<file path="src/rtl/fifo_pkg.sv">
// fifo_pkg: shared helpers for the synchronous FIFO family.
//   clog2      - ceiling log2 for sizing counters and addresses
//   fifo_depth - entry count derived from the address width
//   thresh_ok  - legal almost-full/almost-empty threshold ranges for a depth
package fifo_pkg;

    localparam int DEF_DATA_WIDTH = 8;
    localparam int DEF_ADDR_WIDTH = 3;

    function automatic int clog2(input int n);
        int r;
        r = 0;
        while ((1 << r) < n) r++;
        return r;
    endfunction

    function automatic int fifo_depth(input int aw);
        return 1 << aw;
    endfunction

    function automatic bit thresh_ok(input int af, input int ae, input int depth);
        return (af >= 1) && (af <= depth) && (ae >= 0) && (ae <= depth - 1);
    endfunction

endpackage

</file>
<file path="src/rtl/fifo_ram_2p.sv">
// fifo_ram_2p: simple dual-port RAM, synchronous write, asynchronous read.
//   i_clk   - write clock
//   i_we    - write enable
//   i_waddr - write address
//   i_wdata - write data
//   i_raddr - read address
//   o_rdata - read data, combinational from i_raddr
module fifo_ram_2p #(
    parameter int DATA_WIDTH = 8,
    parameter int ADDR_WIDTH = 3
) (
    input  logic                  i_clk,
    input  logic                  i_we,
    input  logic [ADDR_WIDTH-1:0] i_waddr,
    input  logic [DATA_WIDTH-1:0] i_wdata,
    input  logic [ADDR_WIDTH-1:0] i_raddr,
    output logic [DATA_WIDTH-1:0] o_rdata
);

    logic [DATA_WIDTH-1:0] r_mem [0:(1 << ADDR_WIDTH)-1];

    always_ff @(posedge i_clk) begin
        if (i_we) r_mem[i_waddr] <= i_wdata;
    end

    assign o_rdata = r_mem[i_raddr];

endmodule

</file>
<file path="src/rtl/fifo_sync_ext.sv">
// fifo_sync_ext: single-clock FIFO with thresholds, occupancy, error pulses and optional FWFT.
//   i_clk, i_rst          - clock, synchronous active-high reset
//   i_wr_en, i_din        - write request and data
//   i_rd_en               - read request (pop/acknowledge in FWFT mode)
//   o_dout                - read data
//   o_full, o_empty       - count == DEPTH, count == 0
//   o_almost_full/_empty  - count >= AF_THRESH, count <= AE_THRESH
//   o_count               - occupancy 0..DEPTH
//   o_overflow/underflow  - one-cycle pulses for rejected write/read
module fifo_sync_ext
    import fifo_pkg::*;
#(
    parameter int DATA_WIDTH = DEF_DATA_WIDTH,
    parameter int ADDR_WIDTH = DEF_ADDR_WIDTH,
    parameter int FWFT       = 0,
    parameter int AF_THRESH  = 6,
    parameter int AE_THRESH  = 1
) (
    input  logic                  i_clk,
    input  logic                  i_rst,
    input  logic                  i_wr_en,
    input  logic [DATA_WIDTH-1:0] i_din,
    input  logic                  i_rd_en,
    output logic [DATA_WIDTH-1:0] o_dout,
    output logic                  o_full,
    output logic                  o_empty,
    output logic                  o_almost_full,
    output logic                  o_almost_empty,
    output logic [ADDR_WIDTH:0]   o_count,
    output logic                  o_overflow,
    output logic                  o_underflow
);

    localparam int                DEPTH   = fifo_depth(ADDR_WIDTH);
    localparam int                CW      = ADDR_WIDTH + 1;
    localparam logic [ADDR_WIDTH:0] L_DEPTH = CW'(DEPTH);
    localparam logic [ADDR_WIDTH:0] L_AF    = CW'(AF_THRESH);
    localparam logic [ADDR_WIDTH:0] L_AE    = CW'(AE_THRESH);

    if (!thresh_ok(AF_THRESH, AE_THRESH, DEPTH)) begin : g_bad_thresh
        $error("fifo_sync_ext: AF_THRESH must be 1..DEPTH and AE_THRESH 0..DEPTH-1");
    end

    logic [ADDR_WIDTH:0]   r_wr_ptr;
    logic [ADDR_WIDTH:0]   r_rd_ptr;
    logic [DATA_WIDTH-1:0] r_dout;
    logic                  r_overflow;
    logic                  r_underflow;
    logic [ADDR_WIDTH:0]   w_count;
    logic                  w_full;
    logic                  w_empty;
    logic                  w_rd_ok;
    logic                  w_wr_ok;
    logic                  w_load;
    logic [DATA_WIDTH-1:0] w_rd_data;

    // Wrap bit in the pointer MSB makes the plain difference the occupancy.
    assign w_count = r_wr_ptr - r_rd_ptr;
    assign w_full  = (w_count == L_DEPTH);
    assign w_empty = (w_count == '0);
    assign w_rd_ok = i_rd_en & ~w_empty;
    // A write into a full FIFO is safe only when a slot frees on the same edge.
    assign w_wr_ok = i_wr_en & (~w_full | i_rd_en);
    // FWFT keeps a shadow of the head word so dout stays stable once empty.
    assign w_load  = (FWFT != 0) ? ~w_empty : w_rd_ok;

    fifo_ram_2p #(
        .DATA_WIDTH(DATA_WIDTH),
        .ADDR_WIDTH(ADDR_WIDTH)
    ) u_ram (
        .i_clk  (i_clk),
        .i_we   (w_wr_ok),
        .i_waddr(r_wr_ptr[ADDR_WIDTH-1:0]),
        .i_wdata(i_din),
        .i_raddr(r_rd_ptr[ADDR_WIDTH-1:0]),
        .o_rdata(w_rd_data)
    );

    always_ff @(posedge i_clk) begin
        if (i_rst) begin
            r_wr_ptr    <= '0;
            r_rd_ptr    <= '0;
            r_dout      <= '0;
            r_overflow  <= 1'b0;
            r_underflow <= 1'b0;
        end else begin
            if (w_wr_ok) r_wr_ptr <= r_wr_ptr + 1'b1;
            if (w_rd_ok) r_rd_ptr <= r_rd_ptr + 1'b1;
            if (w_load)  r_dout   <= w_rd_data;
            r_overflow  <= i_wr_en & w_full & ~i_rd_en;
            r_underflow <= i_rd_en & w_empty;
        end
    end

    assign o_dout         = ((FWFT != 0) && !w_empty) ? w_rd_data : r_dout;
    assign o_full         = w_full;
    assign o_empty        = w_empty;
    assign o_almost_full  = (w_count >= L_AF);
    assign o_almost_empty = (w_count <= L_AE);
    assign o_count        = w_count;
    assign o_overflow     = r_overflow;
    assign o_underflow    = r_underflow;

endmodule
</file>
<file path="config.mk">
export PLATFORM = sky130hd
export DESIGN_NAME = fifo_sync_ext
export DESIGN_NICKNAME = d
export VERILOG_FILES = /design/src/rtl/fifo_pkg.sv /design/src/rtl/fifo_ram_2p.sv /design/src/rtl/fifo_sync_ext.sv
export SDC_FILE = /design/constraint.sdc
export NUM_CORES = 1
export LEC_CHECK = 0
export ABC_AREA = 1
export ABC_CLOCK_PERIOD_IN_PS = 2400
export CAP_MARGIN = 20
export CORE_MARGIN = 4
export CORE_UTILIZATION = 51
export CTS_CLUSTER_DIAMETER = 100
export CTS_CLUSTER_SIZE = 25
export DETAILED_ROUTE_END_ITERATION = 10
export PLACE_DENSITY = 0.74
export SKIP_LAST_GASP = 1
export SLEW_MARGIN = 0
export SYNTH_ARGS = -nofsm -noshare
export SYNTH_HDL_FRONTEND = slang
export SYNTH_SLANG_ARGS = --single-unit
</file>
<file path="constraint.sdc">
create_clock -name i_clk -period 2.4 [get_ports i_clk]
set_clock_uncertainty 0.2 [all_clocks]
set_input_delay 0.24 -clock i_clk [delete_from_list [all_inputs] [get_ports i_clk]]
set_output_delay 0.24 -clock i_clk [all_outputs]
set_load 0.05 [all_outputs]
</file>
==> run metrics <==
status complete, but fails checks; Synth Area per Inst 10.3 um^2; R2R Path Start r_wr_ptr[0]; DP HPWL 4.86 mm; Slew Limit Fails 0; Final setup viols 1; hold_buf cts 0; CP Class reg2out; Seq/Total Area, Yosys 65.0%; synth-to-layout area growth 28.4%; Slew headroom 67.1%; initial antenna violation count 0; Total GRT Usage 18.0%; Num CTS Buffers 9; Comb power frac 42.0%; CP Launch Type flip-flop; DRC 0; drt first pass iters 4; crit path from r_wr_ptr[0]; # port buffers 29; Hold Crit Start o_dout[4]; CTS max path bufs 2; Via-to-Cell Ratio 5.16; Synth Area in XOR/XNOR 0.962%; Max Cap Viol 0; largest family of logic cells by synthesized area simple AND/OR/NAND/NOR gates; CTS clk-pin slew, worst paths 0.08 ns; Fmax achieved 416 MHz; grt total ovfl 0; final core occ 69.1%; Hold WS 0.265 ns; flop-to-flop setup slack 0.02 ns; compound-gate portion of the synthesized area 8.09%; Switching Share 36.6%; Final Hold Fails 0; Min-Delay Path Class reg2reg; die area 0.00828 mm^2; wire length per cell 15.1 um; Post-DRT Antenna Nets 0; GP Congestion 0.813; crit path time final 2.41 ns; # IOs 30; global-route wire length before repair 11.6 mm; Syn Nets 360; final WL 7.13 mm; Yosys cell types 29; DRT iter0 DRCs 156; P_sw 1770 uW; crit path DAT 1.97 ns; CORE AREA 0.00653 mm^2; mux cell area share after synthesis 0%; Area after DPL 0.00416 mm^2; vias 2,441; pwr dens 1070 mW/mm^2; Final Worst Setup Slack -0.00542 ns; Gate Count Post-Synth 342; routed length on met1 3.19 mm; FP Rows 29; Met2 Wirelength 3.44 mm; TritonCTS clock tree yes; layout cells sized above 1 22.0%; actual slew at the worst max-slew pin 0.493 ns; period utilisation layout 100%; Starting Density 53.8%; Final Cell Area 0.00451 mm^2; Syn Std Cell Area 0.00351 mm^2; ant diodes 0; largest net degree at the start of global routing 37; highest routed layer met4; Crit. End Element output port; Synth Area in Adders 2.35%; unrepaired setup endpoints after global routing true; vias in the first global route 2,325; fin nets 409; critical path required time 1.96 ns; largest fanout on the critical path 4; Clock Power Share 23.2%; clk root buf clkbuf_8; Layout Cells excl Fill 473; Clock Sinks 82; H-tree levels 3; clk_lat worst skew 0.34 ns; Internal Power 3060 uW; Die W 91.0 um; placed cell count 448; metal3 WL 459 um; Synth Area in Simple Gates 19.3%; Syn. warnings 0; Yosys reg bits 82; Chip Height 91.0 um; sequential share of power 34.7%; failing checks setup timing; worst IR drop on VDD 0.000768 V; Lkg Pwr 0.00169 uW
[cell usage in the layout, fill, tap and decap left out, types with 2 or more instances in the layout]
| cell | count |
|---|---|
| buf_4 | 19 |
| clkinv_2 | 2 |
| nor3_1 | 3 |
| clkdlybuf4s50_1 | 21 |
| bufinv_16 | 2 |
| inv_6 | 3 |
| ha_4 | 2 |
| dfxtp_2 | 4 |
| a21oi_1 | 12 |
| xor2_1 | 2 |
| nand2_2 | 2 |
| buf_6 | 3 |
| nand3_1 | 4 |
| edfxtp_1 | 64 |
| ha_1 | 3 |
| o21ai_0 | 38 |
| inv_2 | 5 |
| nor3_4 | 2 |
| nand3_4 | 5 |
| nor2_4 | 8 |
| inv_1 | 13 |
| nand2_1 | 65 |
| buf_12 | 8 |
| clkbuf_8 | 9 |
| dfxtp_1 | 13 |
| nor2_1 | 66 |
| o21ai_1 | 4 |
| nand2_4 | 3 |
[per-layer routing]
layer	global-route usage [%]	vias up
met2	27.8	66
met5	0	-
met3	5.54	6
met4	5.53	0
li1	-	1238
met1	24.7	1131
[flip-flops by register name (all words and copies together), names as in the netlist]
name,count
o_underflow,1
o_dout,8
r_rd_ptr,4
o_overflow,1
r_wr_ptr,4
u_ram.r_mem,64
[cells in the mapped netlist, drive strengths merged]
| cell type | n | area [um^2] |
|---|---|---|
| xnor2 | 1 | 16.3 |
| o21ai | 43 | 215 |
| buf | 10 | 58.8 |
| nand2 | 71 | 279 |
| inv | 19 | 71.3 |
| or2 | 1 | 6.26 |
| nand3b | 1 | 7.51 |
| clkinv | 2 | 7.51 |
| nor2 | 74 | 285 |
| nand3 | 9 | 75.1 |
| xor2 | 2 | 17.5 |
| edfxtp | 64 | 1920 |
| a21oi | 13 | 68.8 |
| fa | 1 | 20.0 |
| clkbuf | 3 | 13.8 |
| nor3 | 5 | 25.0 |
| ha | 5 | 62.6 |
| dfxtp | 18 | 360 |
[critical path, stage by stage (launching register included)]
cell	delay, ns
dfxtp_4	0.36
inv_4	0.04
ha_4	0.15
fa_2	0.37
xnor2_4	0.19
buf_6	0.15
inv_1	0.05
o21ai_2	0.15
buf_12	0.16
[final timing paths]
check	to	cells after the start
min	o_dout[4]	2
max reg2reg	u_ram.r_mem[6][3]	9
max	o_almost_full	8
min reg2reg	o_dout[4]	2
[power by group through the flow]
stage / sequential [uW] / combinational [uW] / clock [uW]
floorplan: 1830 / 1080 / 0
global placement: 1700 / 1860 / 0
detailed placement: 1710 / 1890 / 0
CTS: 1680 / 1980 / 1140
global route: 1690 / 2190 / 1220
finish: 1680 / 2030 / 1120
[per-stage QoR]
stage	worst slack, ns	TNS, ns	total power, uW
after floorplan	-0.246	-13.38	2920
after global placement	0.0255	0	3570
after detailed placement	-0.0212	-0.461	3590
after CTS	-0.0520	-0.118	4800
after global routing	-0.0976	-2.30	5100
final	-0.00542	-0.00542	4830
[layout make-up]
cell class,count,area [um^2]
fillers,449,2020
clock buffers,9,124
flip-flops and latches,82,2290
repair buffers,51,547
multi-input cells,226,1260
inverters,21,83.8
clock inverters,7,106
well taps,77,96.3
[kinds of logic (layout without fill, tap and decap cells)]
logic type,after synthesis,count (layout)
and+or+nand+nor,161,161
adders and majority gates,6,6
xor gates and xnor gates,3,3
AOI/OAI and AO/OA,56,56
DFF,82,82
buffers and inverters,34,88
[what timing repair did]
action / CTS / global route
buffers inserted: 6 / 3
pin swaps: 9 / 6
resized for setup: 11 / 8
cloned: 0 / 0
endpoints found under the setup margin: 36 / 61
(Power assumes the default switching activity.)
